File: config.mk
export PLATFORM = sky130hd
export DESIGN_NAME = qsn_sched_len17_flat
export DESIGN_NICKNAME = d
export VERILOG_FILES = /design/src/rtl/qsn_sched_len17_if.sv /design/src/rtl/qsn_sched_len17.sv /design/src/flat_wrapper.sv
export SDC_FILE = /design/constraint.sdc
export NUM_CORES = 1
export LEC_CHECK = 0
export BUFFER_PORTS_ARGS = -buffer_cell sky130_fd_sc_hd__buf_2
export CAP_MARGIN = 20
export CORE_AREA = 2 2 131 229
export CTS_BUF_LIST = sky130_fd_sc_hd__clkbuf_8
export DETAILED_ROUTE_END_ITERATION = 8
export DIE_AREA = 0 0 133 231
export PLACE_DENSITY = 0.61
export SLEW_MARGIN = 30
export SYNTH_ARGS = -nofsm -noshare
export SYNTH_HDL_FRONTEND = slang
export SYNTH_SLANG_ARGS = --single-unit
export TNS_END_PERCENT = 100
File: constraint.sdc
create_clock -name sys_clk -period 2.8 [get_ports sys_clk]
set_input_delay 0.14 -clock sys_clk [delete_from_list [all_inputs] [get_ports sys_clk]]
set_output_delay 0.14 -clock sys_clk [all_outputs]
set_load 0.01 [all_outputs]
File: src/rtl/qsn_sched_len17_if.sv
`default_nettype none
// ============================================================================
// Module   : qsn_sched_len17_if
// Purpose  : Handshake/bus bundle between the QSN issue sequencer and its peers.
// Revision : 1.0 - initial release
// ============================================================================
interface qsn_sched_len17_if #(
    parameter int COL_W   = 4,
    parameter int LAYER_W = 2
);
    logic               cfg_we;
    logic [LAYER_W-1:0] cfg_layer;
    logic [COL_W-1:0]   cfg_col;
    logic [4:0]         cfg_shift;
    logic               start;
    logic [LAYER_W-1:0] layer_id;
    logic               hold;
    logic               busy;
    logic               done;
    logic               msg_rd_en;
    logic [COL_W-1:0]   msg_rd_col;
    logic [4:0]         left_sel;
    logic [4:0]         right_sel;
    logic [15:0]        merge_sel;
    logic               out_valid;
    logic [COL_W-1:0]   out_col;
    logic               shift_err;

    modport master (
        output cfg_we, cfg_layer, cfg_col, cfg_shift, start, layer_id, hold,
        input  busy, done, msg_rd_en, msg_rd_col, left_sel, right_sel,
               merge_sel, out_valid, out_col, shift_err
    );

    modport slave (
        input  cfg_we, cfg_layer, cfg_col, cfg_shift, start, layer_id, hold,
        output busy, done, msg_rd_en, msg_rd_col, left_sel, right_sel,
               merge_sel, out_valid, out_col, shift_err
    );
endinterface
`default_nettype wire

File: src/rtl/qsn_sched_len17.sv
`default_nettype none
// ============================================================================
// Module   : qsn_sched_len17
// Purpose  : Column issue sequencer and shift-control generator for the
//            17-wide quasi-cyclic shift network.
// Revision : 1.0 - initial release
// ============================================================================
module qsn_sched_len17 #(
    parameter int COL_NUM   = 10,
    parameter int LAYER_NUM = 4,
    parameter int MEM_LAT   = 1,
    parameter int QSN_LAT   = 2
) (
    input  wire logic        sys_clk,
    input  wire logic        rstn,
    qsn_sched_len17_if.slave bus
);
    localparam int COL_W      = (COL_NUM   > 1) ? $clog2(COL_NUM)   : 1;
    localparam int LAYER_W    = (LAYER_NUM > 1) ? $clog2(LAYER_NUM) : 1;
    localparam int c_TOT_LAT  = MEM_LAT + QSN_LAT;
    localparam int c_TAG_BITS = c_TOT_LAT * COL_W;
    localparam int c_SEL_BITS = MEM_LAT * 5;
    localparam int c_MRG_BITS = MEM_LAT * 16;

    localparam logic [c_TOT_LAT-1:0]  c_LAST_ONLY  = c_TOT_LAT'(1) << (c_TOT_LAT - 1);
    localparam logic [COL_W-1:0]      c_LAST_COL   = COL_W'(COL_NUM - 1);
    localparam logic [15:0]           c_MERGE_IDLE = 16'hFFFF;
    localparam logic [c_MRG_BITS-1:0] c_MRG_IDLE   = {MEM_LAT{c_MERGE_IDLE}};

    typedef enum logic [1:0] {
        S_IDLE  = 2'd0,
        S_RUN   = 2'd1,
        S_DRAIN = 2'd2
    } state_t;

    state_t              state_q;
    state_t              state_d;
    logic                busy_q;
    logic                done_q;
    logic                err_q;
    logic [LAYER_W-1:0]  layer_q;
    logic [COL_W-1:0]    col_q;

    logic [4:0]          table_q [LAYER_NUM][COL_NUM];

    logic [c_TOT_LAT-1:0]  vld_q;
    logic [c_TOT_LAT-1:0]  vld_d;
    logic [c_TAG_BITS-1:0] tag_q;
    logic [c_SEL_BITS-1:0] lsel_q;
    logic [c_SEL_BITS-1:0] rsel_q;
    logic [c_MRG_BITS-1:0] msel_q;

    logic              w_issue;
    logic              w_illegal;
    logic [4:0]        w_raw;
    logic [4:0]        w_shift;
    logic [4:0]        w_thr;
    logic [4:0]        w_left;
    logic [4:0]        w_right;
    logic [15:0]       w_merge;
    logic [COL_W-1:0]  w_tag_in;

    // Issue decision, table lookup and shift-to-select mapping for this cycle.
    always_comb begin
        w_issue   = (state_q == S_RUN) && !bus.hold;
        w_raw     = (int'(layer_q) < LAYER_NUM) ? table_q[layer_q][col_q] : 5'd0;
        w_illegal = w_issue && (w_raw > 5'd16);
        w_shift   = (w_raw > 5'd16) ? 5'd0 : w_raw;
        w_thr     = 5'd17 - w_shift;
        w_left    = 5'd0;
        w_right   = 5'd0;
        w_merge   = c_MERGE_IDLE;
        w_tag_in  = '0;
        if (w_issue) begin
            w_left   = w_shift;
            w_right  = (w_shift == 5'd0) ? 5'd0 : w_thr;
            w_tag_in = col_q;
            // Lane k takes the left-shifted word while k+s stays below 17.
            for (int k = 0; k < 16; k++) begin
                w_merge[k] = (5'(k) < w_thr);
            end
        end
        vld_d = c_TOT_LAT'({vld_q, w_issue});
    end

    always_comb begin
        state_d = state_q;
        case (state_q)
            S_IDLE:  if (bus.start) state_d = S_RUN;
            S_RUN:   if (w_issue && (col_q == c_LAST_COL)) state_d = S_DRAIN;
            S_DRAIN: if (done_q) state_d = S_IDLE;
            default: state_d = S_IDLE;
        endcase
    end

    // done is predicted one cycle early so it lands on the final out_valid.
    always_ff @(posedge sys_clk) begin
        if (rstn) begin
            state_q <= S_IDLE;
            busy_q  <= 1'b0;
            done_q  <= 1'b0;
            err_q   <= 1'b0;
            layer_q <= '0;
            col_q   <= '0;
        end else begin
            state_q <= state_d;
            busy_q  <= (state_d != S_IDLE);
            done_q  <= (state_d == S_DRAIN) && (vld_d == c_LAST_ONLY);
            if (w_illegal) begin
                err_q <= 1'b1;
            end
            if ((state_q == S_IDLE) && bus.start) begin
                layer_q <= bus.layer_id;
                col_q   <= '0;
            end else if (w_issue) begin
                col_q <= (col_q == c_LAST_COL) ? '0 : col_q + 1'b1;
            end
        end
    end

    always_ff @(posedge sys_clk) begin
        if (rstn) begin
            for (int l = 0; l < LAYER_NUM; l++) begin
                for (int c = 0; c < COL_NUM; c++) begin
                    table_q[l][c] <= 5'd0;
                end
            end
        end else if (bus.cfg_we && !busy_q &&
                     (int'(bus.cfg_layer) < LAYER_NUM) &&
                     (int'(bus.cfg_col) < COL_NUM)) begin
            table_q[bus.cfg_layer][bus.cfg_col] <= bus.cfg_shift;
        end
    end

    // Sels ride a MEM_LAT-deep shift line; valid/tag ride MEM_LAT+QSN_LAT.
    always_ff @(posedge sys_clk) begin
        if (rstn) begin
            vld_q  <= '0;
            tag_q  <= '0;
            lsel_q <= '0;
            rsel_q <= '0;
            msel_q <= c_MRG_IDLE;
        end else begin
            vld_q  <= vld_d;
            tag_q  <= c_TAG_BITS'({tag_q, w_tag_in});
            lsel_q <= c_SEL_BITS'({lsel_q, w_left});
            rsel_q <= c_SEL_BITS'({rsel_q, w_right});
            msel_q <= c_MRG_BITS'({msel_q, w_merge});
        end
    end

    assign bus.busy       = busy_q;
    assign bus.done       = done_q;
    assign bus.shift_err  = err_q;
    assign bus.msg_rd_en  = w_issue;
    assign bus.msg_rd_col = col_q;
    assign bus.left_sel   = lsel_q[c_SEL_BITS-1 -: 5];
    assign bus.right_sel  = rsel_q[c_SEL_BITS-1 -: 5];
    assign bus.merge_sel  = msel_q[c_MRG_BITS-1 -: 16];
    assign bus.out_valid  = vld_q[c_TOT_LAT-1];
    assign bus.out_col    = tag_q[c_TAG_BITS-1 -: COL_W];

endmodule
`default_nettype wire

File: src/flat_wrapper.sv
// flat-port wrapper written by rule: the top's interface ports become plain ports
module qsn_sched_len17_flat 
#(
    parameter int COL_NUM   = 10,
    parameter int LAYER_NUM = 4,
    parameter int MEM_LAT   = 1,
    parameter int QSN_LAT   = 2
)
  (sys_clk, rstn, bus_cfg_we, bus_cfg_layer, bus_cfg_col, bus_cfg_shift, bus_start, bus_layer_id, bus_hold, bus_busy, bus_done, bus_msg_rd_en, bus_msg_rd_col, bus_left_sel, bus_right_sel, bus_merge_sel, bus_out_valid, bus_out_col, bus_shift_err);
  qsn_sched_len17_if #(.COL_W((4)), .LAYER_W((2))) bus_i ();
  input  wire logic sys_clk;
  input  wire logic rstn;
  input wire logic [$bits(bus_i.cfg_we)-1:0] bus_cfg_we;
  input wire logic [$bits(bus_i.cfg_layer)-1:0] bus_cfg_layer;
  input wire logic [$bits(bus_i.cfg_col)-1:0] bus_cfg_col;
  input wire logic [$bits(bus_i.cfg_shift)-1:0] bus_cfg_shift;
  input wire logic [$bits(bus_i.start)-1:0] bus_start;
  input wire logic [$bits(bus_i.layer_id)-1:0] bus_layer_id;
  input wire logic [$bits(bus_i.hold)-1:0] bus_hold;
  output wire logic [$bits(bus_i.busy)-1:0] bus_busy;
  output wire logic [$bits(bus_i.done)-1:0] bus_done;
  output wire logic [$bits(bus_i.msg_rd_en)-1:0] bus_msg_rd_en;
  output wire logic [$bits(bus_i.msg_rd_col)-1:0] bus_msg_rd_col;
  output wire logic [$bits(bus_i.left_sel)-1:0] bus_left_sel;
  output wire logic [$bits(bus_i.right_sel)-1:0] bus_right_sel;
  output wire logic [$bits(bus_i.merge_sel)-1:0] bus_merge_sel;
  output wire logic [$bits(bus_i.out_valid)-1:0] bus_out_valid;
  output wire logic [$bits(bus_i.out_col)-1:0] bus_out_col;
  output wire logic [$bits(bus_i.shift_err)-1:0] bus_shift_err;
  assign bus_i.cfg_we = bus_cfg_we;
  assign bus_i.cfg_layer = bus_cfg_layer;
  assign bus_i.cfg_col = bus_cfg_col;
  assign bus_i.cfg_shift = bus_cfg_shift;
  assign bus_i.start = bus_start;
  assign bus_i.layer_id = bus_layer_id;
  assign bus_i.hold = bus_hold;
  assign bus_busy = bus_i.busy;
  assign bus_done = bus_i.done;
  assign bus_msg_rd_en = bus_i.msg_rd_en;
  assign bus_msg_rd_col = bus_i.msg_rd_col;
  assign bus_left_sel = bus_i.left_sel;
  assign bus_right_sel = bus_i.right_sel;
  assign bus_merge_sel = bus_i.merge_sel;
  assign bus_out_valid = bus_i.out_valid;
  assign bus_out_col = bus_i.out_col;
  assign bus_shift_err = bus_i.shift_err;
  qsn_sched_len17 #(.COL_NUM(COL_NUM), .LAYER_NUM(LAYER_NUM), .MEM_LAT(MEM_LAT), .QSN_LAT(QSN_LAT)) u_core (.sys_clk(sys_clk), .rstn(rstn), .bus(bus_i));
endmodule
Word level (Yosys, flattened, before mapping)
Memories as Yosys holds them, arrays and structs flattened. A register that Yosys moved wholly into a read port is not among the register bits.
Cells that the tools add are included.
W data, S select, Z words.
Word-level totals
  memories: 1
  input bits: 18
  memory bits (writable): 200
  flip-flop bits (word level): 52
  word-level logic and storage cells: 82
  output and inout port bits: 39
Memory list
  u_core.table_q: depth 4, bits a word 50, rd ports 1, clocked after memory_dff 1, write ports 4, line qsn_sched_len17.sv:44  | logic [4:0] table_q [LAYER_NUM][COL_NUM];
Cells by class
  equal/unequal tests: 5
  mux-type cells: 21
  $lt $le $gt $ge: 21
  bitwise logic cells: 3
  reduce and logical (&&, ||, !) cells: 17
  $add $sub $neg: 2
Operators with widths (count)
  $mux W50: 3
  $reduce_or A50 Y1: 1
  $lt A4 B5 Y1 const A: 8
  $bmux W5 S4: 1
  $demux W5 S4: 1
  $lt A3 B5 Y1 const A: 4
  $mux W5: 4
  $mux W2: 6
  $ge A5 B5 Y1 const B: 2
  $lt A1 B5 Y1 const A: 2
  $lt A2 B5 Y1 const A: 2
  $not A4 Y5: 2
  $logic_and A1 B1 Y1: 8
  $pmux W2 S3: 1
  $gt A5 B5 Y1 const B: 1
  $logic_not A5 Y1: 1
  $lt A5 B1 Y1 const B: 1
  $sub A5 B5 Y5 const A: 1
  $add A4 B1 Y4 const B: 1
  $eq A2 B2 Y1 const B: 2
  $eq A4 B4 Y1 const B: 1
  $lt A4 B4 Y1 const B: 1
  $mux W1: 4
  $mux W4: 1
  8 further kinds: 10

Logic depth before layout (Yosys ltp)
Gate-level depths: netlist (run 1).
  word-level depth: 8
  depth in mapped cells: 12
  depth with buffers taken out: 9

Worst setup path after synthesis (run 1)
OpenSTA, ideal clock, no wires.
  path type: register to register
  start point: reg with a tool-made name
  end point: reg u_core.msel_q[4] (netlist: u_core.bus.merge_sel[4])
  buffers on the path: 2
  period minus slack after synthesis: 2.935 ns
  slack: -0.135 ns
  library setup time: 0.127 ns
  required time: 2.673 ns
  arrival: 2.808 ns
  cell stages (with the launch flop): 11
  cells stage by stage: dfxtp_1 -> buf_6 -> buf_2 -> mux2_2 -> a221oi_1 -> o211ai_1 -> a31oi_4 -> nand2b_1 -> ha_1 -> xor2_1 -> or3_1
RTL lines
  end signal: assignment: line qsn_sched_len17.sv:142  | msel_q <= c_MRG_IDLE;
  end signal: assignment: line qsn_sched_len17.sv:148  | msel_q <= c_MRG_BITS'({msel_q, w_merge});
  end: declaration: line qsn_sched_len17.sv:51  | logic [c_MRG_BITS-1:0] msel_q;

==> results of run 1 <==
==> cell type report <==
| cell class | count | area [um2] |
|---|---|---|
| Clock buffer | 39 | 537 |
| Timing Repair Buffer | 122 | 870 |
| Fill cell | 2600 | 15600 |
| Inverter | 10 | 37.5 |
| Tap cell | 382 | 478 |
| Sequential cell | 254 | 7100 |
| Multi-Input combinational cell | 531 | 4130 |
| Antenna cell | 1 | 2.50 |
| Clock inverter | 25 | 188 |
==> kinds of logic (layout without fill, tap and decap cells) <==
group | Yosys count | count (layout) | synth area share, %
flip-flops | 254 | 254 | 62.0
multiplexers | 71 | 71 | 10.8
other | 0 | 1 | 0
XOR/XNOR | 4 | 4 | 0.307
AND/OR/NAND/NOR | 392 | 392 | 19.6
buffers and inverters | 66 | 196 | 2.78
AO/OA/AOI/OAI | 58 | 58 | 3.77
adder cells (fa/ha/maj) | 6 | 6 | 0.657
==> per-layer routing <==
layer	routed length, um	up-vias	share of wire (%)	track usage (%)
li1	-	3235	-	-
met1	10200	3375	38	18.8
met2	15300	158	56	35.0
met3	897	55	3.3	2.22
met4	823	4	3.0	6.08
met5	14	-	0.051	0
==> stage by stage <==
stage | cells | hold slack, ns | setup WS, ns
3_5_place_dp | 1286 | 0.414 | -0.0800
2_1_floorplan | 851 | 0.314 | 0.0179
3_3_place_gp | 1286 | 0.408 | -0.0988
4_1_cts | 1354 | 0.0543 | -0.0131
6_report | 1364 | 0.0716 | -0.0128
5_1_grt | 1364 | 0.0721 | -0.157
==> layout by cell type, fill, tap and decap left out, types with 4 or more instances in the layout <==
cell      count
mux2i_1      10
buf_2        56
o22ai_1       4
nor2_1       60
inv_1        17
a21oi_1       7
edfxtp_1    200
mux4_2       37
clkbuf_8     39
a221oi_2      5
clkinv_1      4
mux2_2       15
o211ai_1      5
nor4b_1       4
dfxtp_1      50
or2_2        43
nor3_1        4
buf_4        54
nand2_1      26
buf_12        4
nand2b_1      8
ha_1          4
o21ai_0      10
clkinv_2      6
nand3_1      14
and2_1      203
nor2b_1      17
==> sequential cells by signal (all words and copies together), names as in the netlist, named ones only <==
register / flops
u_core.bus.busy: 1
u_core.bus.done: 1
u_core.bus.left_sel: 5
u_core.bus.merge_sel: 16
u_core.bus.msg_rd_col: 4
u_core.bus.right_sel: 5
u_core.bus.shift_err: 1
u_core.layer_q: 2
u_core.state_q: 2
u_core.table_q: 200
u_core.tag_q: 12
u_core.vld_q: 3
==> worst max-delay path by stage <==
stage | from | slack (ns) | endpoint | cells past startpoint
floorplan | flop | 0.02 | u_core.bus.merge_sel[4] | 10
global placement | u_core.bus.msg_rd_col[1] | -0.1 | u_core.bus.merge_sel[4] | 9
detailed placement | flop | -0.08 | u_core.bus.merge_sel[4] | 10
CTS | flop | -0.01 | u_core.bus.merge_sel[4] | 9
global route | flop | -0.16 | u_core.bus.merge_sel[4] | 9
finish | flop | -0.01 | u_core.bus.merge_sel[4] | 9
==> critical path, stage by stage, from the launching register on <==
cell and delay [ns]:
dfxtp_4 0.41, buf_4 0.16, mux4_1 0.61, mux2i_1 0.27, o21ai_2 0.12, and3_1 0.24, nor4_2 0.24, mux2_4 0.23
inv_2 0.04, or3_1 0.35
==> cells in the mapped netlist (all sizes together) (2+ instances only) <==
master	number
o21ai	13
o211ai	5
nor2	60
a31oi	3
nand2	26
o221ai	3
a21oi	8
a21o	3
or2	43
nor3b	3
a21bo	2
nor4b	4
nor3	4
xnor2	3
inv	10
and2	203
nand2b	10
buf	18
mux4	39
a211oi	2
clkbuf	38
nor4	2
ha	6
or3	2
mux2	20
edfxtp	200
o31ai	4
dfxtp	54
a221oi	8
nor2b	17
o22ai	4
nand3	14
mux2i	12
==> power by group <==
part / internal (mW) / switching [mW]
registers: 4.17 / 0.0476
clock network: 1.57 / 1.41
logic: 0.313 / 0.392
total: 6.05 / 1.85
==> what timing repair did <==
action                                 CTS  global route
pin swaps                                4            11
cloned                                   0             1
endpoints found under the hold margin    5             0
setup endpoints to repair               16            18
buffers inserted                         1             8
hold buffers                             3             0
resized for setup                       13            24
==> impl_results.md, run 1 <==
* Clock tree from TritonCTS: yes
* Syn Nets at 875
* Cell taking the most area after synthesis: edfxtp_1
* Cell types with the largest area share after synthesis: edfxtp_1 (53%), and2_1 (11%), dfxtp_1 (9.5%)
* Nets at 979
* Post-Synthesis Mean Instance Area at 13.4 um2
* Chip width at 133 um
* Non-Filler Cell Area, Final at 0.0133 mm2
* Number of distinct library cells after synthesis at 52
* Area enclosed by the die boundary at 0.0307 mm2
* Depth of the worst register-to-register path at 9
* Critical Path Fanout Max at 5
* Combined area of all synthesized cells at 0.0114 mm2
* Worst rel slew slack at 43.2%
* Number of flops mapped to enable cells by yosys at 200
* Fraction of layout cells with a size suffix above 1 at 30.8%
* Leakage power total at 5.07 nW
* Asr flop ratio synth at 0%
* Setup total negative slack at -0.0128 ns
* Power density relative to cell area at 592 mW/mm2
* Routability congestion estimate at 0.782
* Clock slew seen by the registers of the worst setup and hold paths at 0.08 ns
* Violations in the final reports: negative setup slack
* Violation count after the first detailed-route iteration at 496
* Remaining Overflow, GRT at 0
* Number of buffers added by the clock tree synthesis step at 36
* Total core area at 0.0290 mm2
* H-Tree Depth at 2
* Final critical delay including setup and external delays at 2.81 ns
* Nature of the critical path startpoint: flop
* I/O pin total at 57
* Finish-stage setup viols at 1
* Reg-to-Reg End: u_core.bus.merge_sel[4]
* Count of buffers from port buffering at 56
* Most used flip-flop cell after synthesis: edfxtp_1
* Max-slew violations at 0
* Setup repair after global routing missed its margin: yes
* Die outline height at 231 um
* Max VDD drop at 257 uV
* Post-route ant nets at 0
* Source-to-sink clock delay at the later pin of the worst-skew pair at 0.54 ns
* Sequential fraction of the synthesis area at 62.0%
* Max Root-Sink Buffers at 3
* Global-route wire length before repair at 40700 um
* Top cell type's share of synthesized area at 52.6%
* Pin count of the biggest net entering global routing at 49
* Effective utilization at floorplan at 39.4%
* Initial antenna violation count at 3
* Number of instances in the synthesized netlist at 851
* Vias in the first global route at 7036
* Crit path capture type: flop
* Worst min-delay path startpoint: bus_hold
* Global Route Usage Sum at 17.6%
* Placed Area at 0.0123 mm2
* Total power at 7.90 mW
* YS warnings at 0
* Detailed-routing iteration count for the pre-antenna-repair pass at 5
* Number of clock sinks at 254
* Max Clk Rate at 0.356 GHz
* Via Count at 6827
* Residual DRC at 0
* Drt wl/cell at 20.0 um
* Hold WC Path Type: input pin to flop
* Run status: finished, violations left
* Crit path DAT at 3.23 ns
* Critical path start-end classification: flop to flop
* Number of standard-cell rows in the floorplan at 83
* Total wire length after detailed routing at 27300 um
* Layout Skew at 0.0163 ns
* Area added between synthesis and finish at 16.8%
* CTS root buf: clkbuf_8
* Min setup slack post-route at -0.0128 ns
* Number of cells on the worst hold path at 5
* Detail Placement HPWL at 18400 um
* Share of the cycle needed by the critical path after routing at 100%
* Routed vias/inst at 5.01
* Actual slew at the worst max-slew pin at 0.852 ns
* Max-cap check violation count at 0
* Number of synthesized register bits at 254
* Number of hold violations in the final report at 0
* Post-layout util at 46.0%
* Slack of the worst reg-to-reg path at -0.01 ns
* Destination of the worst hold path: u_core.bus.msg_rd_col[0]
* Data required time of the worst path at 3.22 ns
(Power assumes the default switching activity.)
==> run 2, diff against run 1 <==
--- a/config.mk
+++ b/config.mk
@@ -9,9 +9,11 @@
 export CAP_MARGIN = 20
 export CORE_AREA = 2 2 131 229
 export CTS_BUF_LIST = sky130_fd_sc_hd__clkbuf_8
+export CTS_CLUSTER_DIAMETER = 50
 export DETAILED_ROUTE_END_ITERATION = 8
 export DIE_AREA = 0 0 133 231
 export PLACE_DENSITY = 0.61
+export REMOVE_ABC_BUFFERS = 1
 export SLEW_MARGIN = 30
 export SYNTH_ARGS = -nofsm -noshare
 export SYNTH_HDL_FRONTEND = slang
==> constraint.sdc (replaced) <==
create_clock -name sys_clk -period 2.5 [get_ports sys_clk]
set_input_delay 0.125 -clock sys_clk [delete_from_list [all_inputs] [get_ports sys_clk]]
set_output_delay 0.125 -clock sys_clk [all_outputs]
set_load 0.01 [all_outputs]
==> run 2 against run 1 <==
The run still ends with negative setup slack left; clock-buffer cell count up 3; register-to-register slack got worse by 0.26 ns; non-clock buffer count grew 31; critical path depth decreased by 1; global-route usage rose by 1.1 points; wire length rose by 5.2%; via count is 3.1% higher; largest cell class unchanged.
==> impl_results.md, run 2 (synthesis results as in run 1) <==
* Total power at 9.14 mW
* Crit path DAT at 3.23 ns
* Post-layout util at 47.6%
* Number of hold violations in the final report at 0
* Residual DRC at 0
* Number of buffers added by the clock tree synthesis step at 37
* Fraction of layout cells with a size suffix above 1 at 33.7%
* Critical Path Fanout Max at 5
* Commonest non-fill, non-tap cell in the layout: and2_1
* I/O pin total at 57
* Actual slew at the worst max-slew pin at 0.900 ns
* Remaining Overflow, GRT at 0
* Final critical delay including setup and external delays at 2.78 ns
* Slack of the worst reg-to-reg path at -0.28 ns
* Share of the cycle needed by the critical path after routing at 111%
* Nets at 1011
* Effective utilization at floorplan at 39.4%
* Clock slew seen by the registers of the worst setup and hold paths at 0.07 ns
* Violations in the final reports: negative setup slack
* Routed vias/inst at 5.05
* Non-Filler Cell Area, Final at 0.0138 mm2
* Clock tree from TritonCTS: yes
* Worst rel slew slack at 40.0%
* Min setup slack post-route at -0.277 ns
* Max-cap check violation count at 0
* Placed Area at 0.0126 mm2
* Diodes inserted at 0
* Global Route Usage Sum at 18.8%
* Total wire length after detailed routing at 28700 um
* Nature of the critical path startpoint: flop
* Max-slew violations at 0
* Data required time of the worst path at 2.95 ns
* Max Root-Sink Buffers at 3
* Routability congestion estimate at 0.829
* Violation count after the first detailed-route iteration at 351
* Count of filler cells inserted in the layout at 2530
* H-Tree Depth at 2
* Via Count at 7042
* Detailed-routing iteration count for the pre-antenna-repair pass at 6
* Layout Skew at 0.0222 ns
* Highest-count cells in the layout ignoring fill and taps: and2_1 (203), edfxtp_1 (200), buf_4 (77)
* Count of buffers from port buffering at 56
* Area enclosed by the die boundary at 0.0307 mm2
* Leakage power total at 5.31 nW
* Vias in the first global route at 7392
* Chip width at 133 um
* Number of clock sinks at 254
* Post-Place Setup Slack at -0.370 ns
* Total core area at 0.0290 mm2
* Power density relative to cell area at 662 mW/mm2
* Die outline height at 231 um
* Number of standard-cell rows in the floorplan at 83
* Run status: finished, violations left
* Max VDD drop at 398 uV
* Crit path capture type: flop
* Critical path start-end classification: flop to flop
* Largest register FFs at 200
* Setup repair after global routing missed its margin: yes
* Max Clk Rate at 0.360 GHz
* Area added between synthesis and finish at 20.7%
* Drt wl/cell at 20.6 um
* Source-to-sink clock delay at the later pin of the worst-skew pair at 0.53 ns
* Post-route ant nets at 0
* CTS root buf: clkbuf_8
* Hold WC Path Type: input pin to flop
* Initial antenna violation count at 2
* Global-route wire length before repair at 42900 um
* Pin count of the biggest net entering global routing at 51
* Finish-stage setup viols at 21
* Register containing the most flip-flops in the final layout: u_core.table_q
* Detail Placement HPWL at 19500 um
==> run 2: where the power goes <==
group / internal (mW) / switching, mW
clock network: 1.95 / 1.55
registers: 4.67 / 0.0567
logic: 0.413 / 0.488
==> run 2: what timing repair did <==
item	4_1_cts	5_1_grt
gates resized for setup	29	29
endpoints found under the hold margin	3	0
pin swaps	9	8
cloned	1	2
setup endpoints to repair	23	23
hold buffers	2	0
buffers inserted	9	0
==> run 2: worst paths after layout <==
check | depth (start not counted) | endpoint | from
max reg2reg | 8 | u_core.bus.right_sel[2] | flop
min | 3 | u_core.layer_q[0] | bus_layer_id[0]
min reg2reg | 1 | u_core.tag_q[7] | u_core.tag_q[3]
max | 8 | u_core.bus.right_sel[2] | flop
==> run 2: metal layers <==
metal | routed length, um | track usage, %
met1 | 10100 | 18.4
met2 | 16200 | 37.2
met3 | 966 | 2.64
met4 | 1450 | 9.98
met5 | 21 | 0
==> run 2: critical path, stage by stage (launching register included) <==
cell      delay, ns
dfxtp_4        0.40
buf_6          0.16
mux4_2         0.56
mux2i_2        0.22
o221ai_1       0.16
a31oi_2        0.25
nand4_2        0.19
or4_4          0.54
a211oi_2       0.20
==> run 2: cell type report <==
cell class / instances / area, um2 / share of cell area [%]
flip-flops and latches: 254 / 7100 / 51.5
multi-input cells: 531 / 4210 / 30.5
repair buffers: 153 / 1190 / 8.62
clock buffers: 42 / 578 / 4.19
well taps: 382 / 478 / 3.47
clock inverters: 23 / 200 / 1.45
inverters: 10 / 40.0 / 0.290
==> run 2: per-stage QoR <==
stage | setup TNS, ns | hold slack, ns | cells
after floorplan | -44.13 | 0.194 | 795
after global placement | -5.87 | 0.422 | 1317
after detailed placement | -6.01 | 0.426 | 1317
after CTS | -3.93 | 0.0442 | 1394
after global routing | -5.42 | 0.0763 | 1395
final | -3.37 | 0.0416 | 1395
